## config.mk

```make
export PLATFORM = sky130hd
export DESIGN_NAME = rtc_persist_ctrl_flat
export DESIGN_NICKNAME = d
export VERILOG_FILES = /design/src/rtl/rtc_persist_ctrl_if.sv /design/src/rtl/rtc_persist_ctrl.sv /design/src/flat_wrapper.sv
export SDC_FILE = /design/constraint.sdc
export NUM_CORES = 1
export LEC_CHECK = 0
export BUFFER_PORTS_ARGS = -buffer_cell sky130_fd_sc_hd__buf_4
export CORE_ASPECT_RATIO = 1.5
export CORE_MARGIN = 10
export CORE_UTILIZATION = 52
export CTS_CLUSTER_DIAMETER = 200
export DETAILED_ROUTE_END_ITERATION = 6
export PLACE_DENSITY_LB_ADDON = 0.08
export SYNTH_ARGS = -nofsm -noshare
export SYNTH_HDL_FRONTEND = slang
export SYNTH_SLANG_ARGS = --single-unit
```

## constraint.sdc

```tcl
create_clock -name clk -period 3.3 [get_ports clk]
set_input_delay 0.66 -clock clk [delete_from_list [all_inputs] [get_ports clk]]
set_output_delay 0.66 -clock clk [all_outputs]
set_load 0.01 [all_outputs]
```

## src/rtl/rtc_persist_ctrl_if.sv

```systemverilog
// Snapshot byte stream from the RTC persistence controller to the save buffer.
// Master drives valid/data/last, slave drives ready.
interface rtc_persist_ctrl_if;
    logic       snap_valid;
    logic [7:0] snap_data;
    logic       snap_last;
    logic       snap_ready;

    modport master (
        output snap_valid,
        output snap_data,
        output snap_last,
        input  snap_ready
    );

    modport slave (
        input  snap_valid,
        input  snap_data,
        input  snap_last,
        output snap_ready
    );
endinterface

```

## src/rtl/rtc_persist_ctrl.sv

```systemverilog
// Sequences RTC restore (saved + elapsed seconds) and coherent RTC snapshots,
// streaming each snapshot as a 5-byte checksummed frame.
module rtc_persist_ctrl #(
    parameter int         SNAP_PERIOD = 60,
    parameter logic [7:0] HDR_BYTE    = 8'h52
) (
    input  logic               clk,
    input  logic               reset,
    input  logic               ce,
    input  logic [23:0]        rtc_value,
    input  logic               rtc_tick,
    output logic               rtc_load,
    output logic [23:0]        rtc_load_value,
    input  logic               restore_req,
    input  logic [23:0]        restore_seconds,
    input  logic [31:0]        restore_delta,
    output logic               restore_ack,
    input  logic               snap_req,
    rtc_persist_ctrl_if.master snap,
    output logic               busy
);
    localparam int PW = (SNAP_PERIOD > 1) ? $clog2(SNAP_PERIOD) : 1;

    typedef enum logic [2:0] {
        IDLE, R_SUM, R_LOAD, R_ACK, S_CAP, S_SEND
    } state_t;

    state_t         state, state_nx;
    logic [2:0]     idx, idx_nx;
    logic [23:0]    cap;
    logic           pend;
    logic [PW-1:0]  per_cnt;
    logic [31:0]    sum;
    logic [7:0]     chk;
    logic           per_hit;
    logic           cap_take;
    logic           xfer;
    logic           unused_sum_hi;

    assign sum           = {8'h0, restore_seconds} + restore_delta;
    assign unused_sum_hi = ^sum[31:24];
    assign chk           = cap[7:0] + cap[15:8] + cap[23:16];
    assign per_hit       = (SNAP_PERIOD != 0) && rtc_tick
                           && (per_cnt == PW'(SNAP_PERIOD - 1));
    assign xfer          = snap.snap_valid & snap.snap_ready;

    always_comb begin
        state_nx = state;
        idx_nx   = idx;
        cap_take = 1'b0;
        unique case (state)
            IDLE: begin
                if (restore_req)
                    state_nx = R_SUM;
                else if (pend)
                    state_nx = S_CAP;
            end
            R_SUM:  state_nx = R_LOAD;
            R_LOAD: state_nx = R_ACK;
            R_ACK:  state_nx = IDLE;
            // A tick this cycle means rtc_value is mid-change; wait it out.
            S_CAP: begin
                if (!rtc_tick) begin
                    cap_take = 1'b1;
                    idx_nx   = 3'd0;
                    state_nx = S_SEND;
                end
            end
            S_SEND: begin
                if (xfer) begin
                    if (idx == 3'd4)
                        state_nx = IDLE;
                    else
                        idx_nx = idx + 3'd1;
                end
            end
            default: state_nx = IDLE;
        endcase
    end

    always_comb begin
        snap.snap_data = HDR_BYTE;
        unique case (idx)
            3'd1:    snap.snap_data = cap[7:0];
            3'd2:    snap.snap_data = cap[15:8];
            3'd3:    snap.snap_data = cap[23:16];
            3'd4:    snap.snap_data = chk;
            default: snap.snap_data = HDR_BYTE;
        endcase
    end

    assign snap.snap_valid = (state == S_SEND);
    assign snap.snap_last  = (state == S_SEND) && (idx == 3'd4);
    assign rtc_load        = ce && (state == R_LOAD);
    assign restore_ack     = ce && (state == R_ACK);
    assign busy            = (state != IDLE);

    always_ff @(posedge clk) begin
        if (reset) begin
            state          <= IDLE;
            idx            <= 3'd0;
            cap            <= 24'h0;
            pend           <= 1'b0;
            per_cnt        <= '0;
            rtc_load_value <= 24'h0;
        end else if (ce) begin
            state <= state_nx;
            idx   <= idx_nx;
            if (cap_take)
                cap <= rtc_value;
            if (state == R_SUM)
                rtc_load_value <= sum[23:0];
            // A new request in the capture cycle must survive the clear.
            if (snap_req || per_hit)
                pend <= 1'b1;
            else if (cap_take)
                pend <= 1'b0;
            if (state == R_LOAD)
                per_cnt <= '0;
            else if (rtc_tick)
                per_cnt <= per_hit ? '0 : per_cnt + PW'(1);
        end
    end
endmodule

```

## src/flat_wrapper.sv

```systemverilog
// flat-port wrapper written by rule: the top's interface ports become plain ports
module rtc_persist_ctrl_flat 
#(
    parameter int         SNAP_PERIOD = 60,
    parameter logic [7:0] HDR_BYTE    = 8'h52
)
  (clk, reset, ce, rtc_value, rtc_tick, rtc_load, rtc_load_value, restore_req, restore_seconds, restore_delta, restore_ack, snap_req, busy, snap_snap_valid, snap_snap_data, snap_snap_last, snap_snap_ready);
  rtc_persist_ctrl_if snap_i ();
  input  logic clk;
  input  logic reset;
  input  logic ce;
  input  logic [23:0] rtc_value;
  input  logic rtc_tick;
  output logic rtc_load;
  output logic [23:0] rtc_load_value;
  input  logic restore_req;
  input  logic [23:0] restore_seconds;
  input  logic [31:0] restore_delta;
  output logic restore_ack;
  input  logic snap_req;
  output logic busy;
  output wire logic [$bits(snap_i.snap_valid)-1:0] snap_snap_valid;
  output wire logic [$bits(snap_i.snap_data)-1:0] snap_snap_data;
  output wire logic [$bits(snap_i.snap_last)-1:0] snap_snap_last;
  input wire logic [$bits(snap_i.snap_ready)-1:0] snap_snap_ready;
  assign snap_snap_valid = snap_i.snap_valid;
  assign snap_snap_data = snap_i.snap_data;
  assign snap_snap_last = snap_i.snap_last;
  assign snap_i.snap_ready = snap_snap_ready;
  rtc_persist_ctrl #(.SNAP_PERIOD(SNAP_PERIOD), .HDR_BYTE(HDR_BYTE)) u_core (.clk(clk), .reset(reset), .ce(ce), .rtc_value(rtc_value), .rtc_tick(rtc_tick), .rtc_load(rtc_load), .rtc_load_value(rtc_load_value), .restore_req(restore_req), .restore_seconds(restore_seconds), .restore_delta(restore_delta), .restore_ack(restore_ack), .snap_req(snap_req), .snap(snap_i), .busy(busy));
endmodule
```

==> impl_results.md, run 1 <==
- Diodes inserted: 0
- Layout area overhead: 32.83%
- Maxcap violations: 0
- Status: finished, violations left
- Sequential fraction of the synthesis area: 29.87%
- Overflow after GRT: 0
- Non-filler cells, final: 735
- CP Launch Type: flip-flop
- Lkg Pwr: 2.359 nW
- Final setup fails: 2
- Crit path DAT: 2.85 ns
- Drt drc: 0
- Critical path peak fanout: 2
- Slew Viols, Final: 0
- Rel. slew slack: 41.61%
- Clock transition at the registers of the reported paths: 0.05 ns
- RSZ-0062 raised after global routing: yes
- RePlAce Congestion: 0.8540
- DR iter-0 viols: 148
- GRT Overall Usage: 20.59%
- Vias/cell: 5.574
- Syn_area_per_cell: 8.002 um^2
- Setup TNS: -0.2393 ns
- Crit share post-route: 106.5%
- I/O Pins: 124
- Max incr delay on CP: 0.55 ns
- WP buf/inv: 3
- Synth cell types: 53
- Cell family with most CP delay: adder cells
- Num CTS Buffers: 9
- Final Total Pwr: 2.179 mW
- First-pass GRT wire length: 20110 um
- Vias in the first global route: 4269
- Drt pass-1 iters: 4
- Final Hold Viols: 0
- Clk_lat worst skew: 0.33 ns
- Inst Count DP: 712
- Worst Setup SP: u_core.cap[17]
- CP Class: flip-flop to output pin
- Fin util: 70.90%
- Synthesis warning total: 0
- WL final: 12010 um
- CTS tree: built
- Final Critical Period: 3.513 ns
- Post-route ant nets: 0
- Layout Nets: 759
- Slew @ Worst Pin: 0.8726 ns
- Critical Path RT: 2.64 ns
- Violated checks: negative setup slack
- Buffers on Ports: 115
- Commonest non-fill, non-tap cell in the layout: buf_4
- Maximum VDD drop: 0.3493 mV
- F_max: 284.6 MHz
- #FFs+latches synth: 61
- Min-delay src: u_core.rtc_load_value[4]
- Root buffer cell: clkbuf_16
- Die Y: 128.6 um
- Fin Clk Skew: 0.005717 ns
- Syn Std Cell Area: 4089 um^2
- Die Wd: 92.41 um
- Mapped Nets: 642
- Most frequent cells in the layout: buf_4 (131), nand2_1 (86), a21oi_1 (63)
- Initial antenna violation count: 0
- Post-synth EDFFs: 0
- Async SR Flop Fraction: 0%
- Cell count after synthesis: 511
- Power Density: 401.1 nW/um^2
- Clock tree sinks: 61
- Vias: 4097
- Share of cells above drive strength 1: 26.07%
- CTS max path bufs: 2
- Core area: 7661 um^2
- Leading area contributor after synthesis: dfxtp_1
- Crit path capture type: output pin
- Crit-path cells: inv_2 > fa_1 > inv_1 > ha_2 > fa_2 > a21oi_2 > nor2_1 > nor2_1 > o21bai_1 > a21oi_1 > xnor2_1 > o21ai_1 > buf_4
- # rows: 39
- H-tree Lvls: 3
- Worst path slowest cell: fa_1
- DR WL/cell: 16.34 um
- Setup WS post-layout: -0.2133 ns
- Most common flop cell mapped by yosys: dfxtp_1
- Ranking of synthesized cells by area: dfxtp_1 (30%), ha_1 (11%), a21oi_1 (8.0%), nand2_1 (7.9%), fa_1 (4.4%)
- Placed wire-length estimate: 9338 um
- Post-synth top area share: 29.87%
- FF-to-FF Start: u_core.state[0]
- Fill count: 668
- Die footprint: 11880 um^2
- Hold Path Class: flip-flop to flip-flop
- CP dominant cell by count: nor2_1
- Initial Util: 53.37%
- Pin count of the biggest net entering global routing: 48
## sequential cells by signal, summed over array words and instances (netlist names)
name,flops
u_core.cap,24
u_core.rtc_load_value,24
u_core.per_cnt,6
u_core.idx,3
u_core.state,3
u_core.pend,1
## timing repair
action,4_1_cts,5_1_grt
setup buffers,4,4
gates resized for setup,10,7
hold buffers,0,0
endpoints found under the setup margin,3,3
pin swaps,8,16
## cells in the mapped netlist, types with 2 or more instances
master and instances:
nand2_1 86, a21oi_1 65, dfxtp_1 61, ha_1 35
nor2_1 35, clkbuf_1 24, inv_1 20, o21ai_0 18
xnor2_1 18, xor2_1 13, a22o_1 11, fa_1 9
nor3_1 9, a22oi_1 7, nand2b_1 7, nand3_1 7
nand4_1 6, a222oi_1 5, nor2b_1 5, o211ai_1 5
or3_1 5, a21o_1 4, nor4_1 4, o21a_1 4
o21bai_1 4, a211oi_1 3, and2_1 3, and3_1 3
o31ai_1 3, or4_1 3, a211o_1 2, a31oi_1 2
and4_1 2, nand4b_1 2, o22a_1 2, or2_2 2
## final timing paths
check / cells after the start / slack (ns) / to
worst min register to register: 2 / 0.45 / u_core.rtc_load_value[4]
worst max-delay path: 13 / -0.21 / snap_snap_data[7]
worst min-delay path: 2 / 0.45 / u_core.rtc_load_value[4]
worst max register to register: 6 / 1.25 / u_core.rtc_load_value[23]
## cell families (layout without fill, tap and decap cells)
family                   Yosys count  in the layout  synth area share, %
AO/OA/AOI/OAI                    148            148                23.72
XOR/XNOR                          31             31                6.640
adder cells (fa/ha/maj)           44             44                15.12
buffers and inverters             45            167                4.131
flip-flops                        61             61                29.87
multiplexers                       2              2               0.5202
AND/OR/NAND/NOR                  180            180                20.01
## stage by stage
stage	area (um^2)	setup WS, ns	hold WS [ns]
after detailed placement	5060	-0.05441	0.4474
after floorplan	4089	0.1867	0.4326
after global routing	5431	-0.3255	0.4829
after global placement	5060	0.05190	0.4404
final	5431	-0.2133	0.4521
after CTS	5394	-0.2190	0.4538
## worst reg2reg max path, stage by stage (launching register included)
cell	delay, ns
dfxtp_1	0.50
nor2b_1	0.24
nand2_1	0.10
nor2_1	0.67
and2_1	0.25
mux2_1	0.14
a221o_1	0.09
## cell type report
| cell class | instances | area [um^2] | area share, % |
|---|---|---|---|
| clock buffer | 16 | 291.5 | 5.367 |
| inverter | 20 | 75.07 | 1.382 |
| multi-input combinational | 405 | 2725 | 50.17 |
| sequential | 61 | 1229 | 22.62 |
| tap | 102 | 127.6 | 2.350 |
| timing repair buffer | 131 | 983.4 | 18.11 |
## power breakdown
group	total, mW	internal, mW	switching (mW)
clock network	0.903	0.591	0.313
logic	0.481	0.233	0.249
registers	0.794	0.766	0.0283
total	2.18	1.59	0.590
## layer usage
metal  up-vias  track usage, %  part of all wire [%]
li1       2055               -                     -
met1      1899           20.67                    36
met2       120           39.00                    56
met3        23           5.646                   5.4
met4         0           8.015                   2.2
met5         -               0                     0
No activity file was read; power rests on OpenSTA's default activity.
==> run 2: changes to the inputs <==
- PLACE_DENSITY: default -> 0.79
- PLACE_DENSITY_LB_ADDON: 0.08 -> default
==> run 2 against run 1 <==
  * Via count increased by 1.5%
  * Largest power group unchanged
  * Cell count decreased by 0.41%
  * Cell area increased by 0.99%
  * Hold slack improved by 0.0022 ns
  * Utilization increased by 0.70 points
  * The flow still finishes with violations (negative setup slack)
  * Die area unchanged
  * Critical path type unchanged
  * Sequential share of layout area decreased by 0.22 points
  * Setup slack improved by 0.11 ns
  * First-iteration DRC count increased by 13%
==> impl_results.md, run 2 (synthesis results as in run 1) <==
- Vias in the first global route: 4359
- F_max: 293.7 MHz
- RR Endpoint: u_core.rtc_load_value[23]
- Drt pass-1 iters: 4
- Die Y: 128.6 um
- CTS tree: built
- Clock transition at the registers of the reported paths: 0.05 ns
- Clk_lat worst skew: 0.32 ns
- RePlAce Congestion: 0.9103
- WHS Path Cells: 2
- Status: finished, violations left
- Rel. slew slack: 43.08%
- Maxcap violations: 0
- Dpl cell area: 5052 um^2
- Power Density: 430.1 nW/um^2
- Setup TNS: -0.1050 ns
- Largest regs: u_core.cap (24), u_core.rtc_load_value (24), u_core.per_cnt (6)
- Slew @ Worst Pin: 0.8538 ns
- Post-route ant nets: 0
- I/O Pins: 124
- GRT Overall Usage: 19.89%
- Placed wire-length estimate: 9091 um
- Non-filler cells, final: 732
- Violated checks: negative setup slack
- Clock tree sinks: 61
- Worst Hold Endpoint: u_core.rtc_load_value[6]
- R2R depth: 8
- Initial Util: 53.37%
- Vias/cell: 5.682
- Min-delay src: u_core.rtc_load_value[6]
- Fin Clk Skew: 0.007021 ns
- CTS max path bufs: 2
- Inst Count DP: 711
- Slew Viols, Final: 0
- First-pass GRT wire length: 19810 um
- Commonest non-fill, non-tap cell in the layout: buf_4
- Buffers on Ports: 115
- CP Class: flip-flop to output pin
- Num CTS Buffers: 9
- Share of cells above drive strength 1: 26.83%
- FF-to-FF Start: u_core.state[2]
- Crit share post-route: 103.2%
- Max incr delay on CP: 0.57 ns
- Die footprint: 11880 um^2
- Final Critical Period: 3.405 ns
- CP Launch Type: flip-flop
- Maximum VDD drop: 0.2971 mV
- Final Hold Viols: 0
- Post-route cell area: 5485 um^2
- Drt drc: 0
- Final Total Pwr: 2.359 mW
- WL final: 11950 um
- Overflow after GRT: 0
- Crit path capture type: output pin
- Worst path slowest cell: fa_2
- Setup WS post-layout: -0.1050 ns
- DR iter-0 viols: 167
- WP buf/inv: 3
- Critical Path RT: 2.64 ns
- Initial antenna violation count: 0
- Most frequent cells in the layout: buf_4 (128), nand2_1 (86), a21oi_1 (62)
- Final setup fails: 1
- Crit path DAT: 2.75 ns
- H-tree Lvls: 3
- Pin count of the biggest net entering global routing: 48
- DR WL/cell: 16.33 um
- Diodes inserted: 0
- Root buffer cell: clkbuf_16
- Vias: 4159
- Hold Path Class: flip-flop to flip-flop
- Critical path peak fanout: 2
- Core area: 7661 um^2
- Cell family with most CP delay: adder cells
- # rows: 39
- Lkg Pwr: 2.366 nW
- RSZ-0062 raised after global routing: yes
- Layout Nets: 756
- Layout area overhead: 34.15%
- Fin util: 71.60%
- Worst R2R Setup Slack: 1.28 ns
- Crit-path cells: inv_2 > fa_2 > inv_2 > ha_4 > fa_2 > a21oi_2 > nor2_1 > nor2_2 > o21bai_1 > a21oi_2 > xnor2_1 > o21ai_1 > buf_4
- Die Wd: 92.41 um
## run 2: cell count changes in the layout (fill, tap and decap cells not counted), moves of 2 or more
| cell | change |
|---|---|
| buf_4 | -3 |
| clkbuf_1 | -3 |
| clkbuf_8 | -3 |
| clkinvlp_4 | +2 |
| bufinv_16 | +3 |
## run 2: where the power goes
part | internal (mW) | switching, mW | total (mW) | leakage [nW]
Combinational | 0.232 | 0.249 | 0.481 | 1.71
Sequential | 0.765 | 0.0288 | 0.794 | 0.496
Clock | 0.756 | 0.329 | 1.08 | 0.165
Total | 1.75 | 0.607 | 2.36 | 2.37
## run 2: metal layers
layer	up-vias	share of wire [%]	global-route usage [%]
met2	134	54	36.04
met3	16	6.6	5.471
met5	-	0	0
met4	0	1.8	9.381
met1	1958	37	20.71
li1	2051	-	-
## run 2: worst max-delay path by stage
| stage | startpoint | endpoint | slack (ns) | cells past startpoint |
|---|---|---|---|---|
| final | u_core.cap[17] | snap_snap_data[7] | -0.11 | 13 |
| after global routing | u_core.cap[17] | snap_snap_data[7] | -0.24 | 13 |
| after CTS | u_core.cap[17] | snap_snap_data[7] | -0.20 | 13 |
| after detailed placement | u_core.cap[1] | snap_snap_data[7] | -0.008 | 13 |
| after global placement | u_core.cap[1] | snap_snap_data[7] | 0.06 | 13 |
| after floorplan | u_core.cap[1] | snap_snap_data[7] | 0.19 | 12 |
## run 2: repair_timing
action	in CTS	in global routing
hold buffers	0	0
gates resized for setup	10	12
setup endpoints to repair	3	3
setup buffers	4	2
pin swaps	8	13
## run 2: final cells by class
cell class / count / area, um^2
clock buffers: 10 / 239.0
clock inverters: 6 / 110.1
fillers: 630 / 2176
inverters: 20 / 75.07
multi-input cells: 405 / 2744
flip-flops and latches: 61 / 1229
well taps: 102 / 127.6
repair buffers: 128 / 960.9
## run 2: through the flow
stage          hold WS (ns)  setup WS, ns
3_3_place_gp         0.4404       0.05551
4_1_cts              0.4563       -0.1998
5_1_grt              0.4703       -0.2403
6_report             0.4543       -0.1050
2_1_floorplan        0.4326        0.1867
3_5_place_dp         0.4500     -0.008076
## run 2: worst min-delay path, cell delays in order, from the launching register on
cell and delay [ns]:
dfxtp_1 0.31, nand2_1 0.05, a21oi_1 0.05
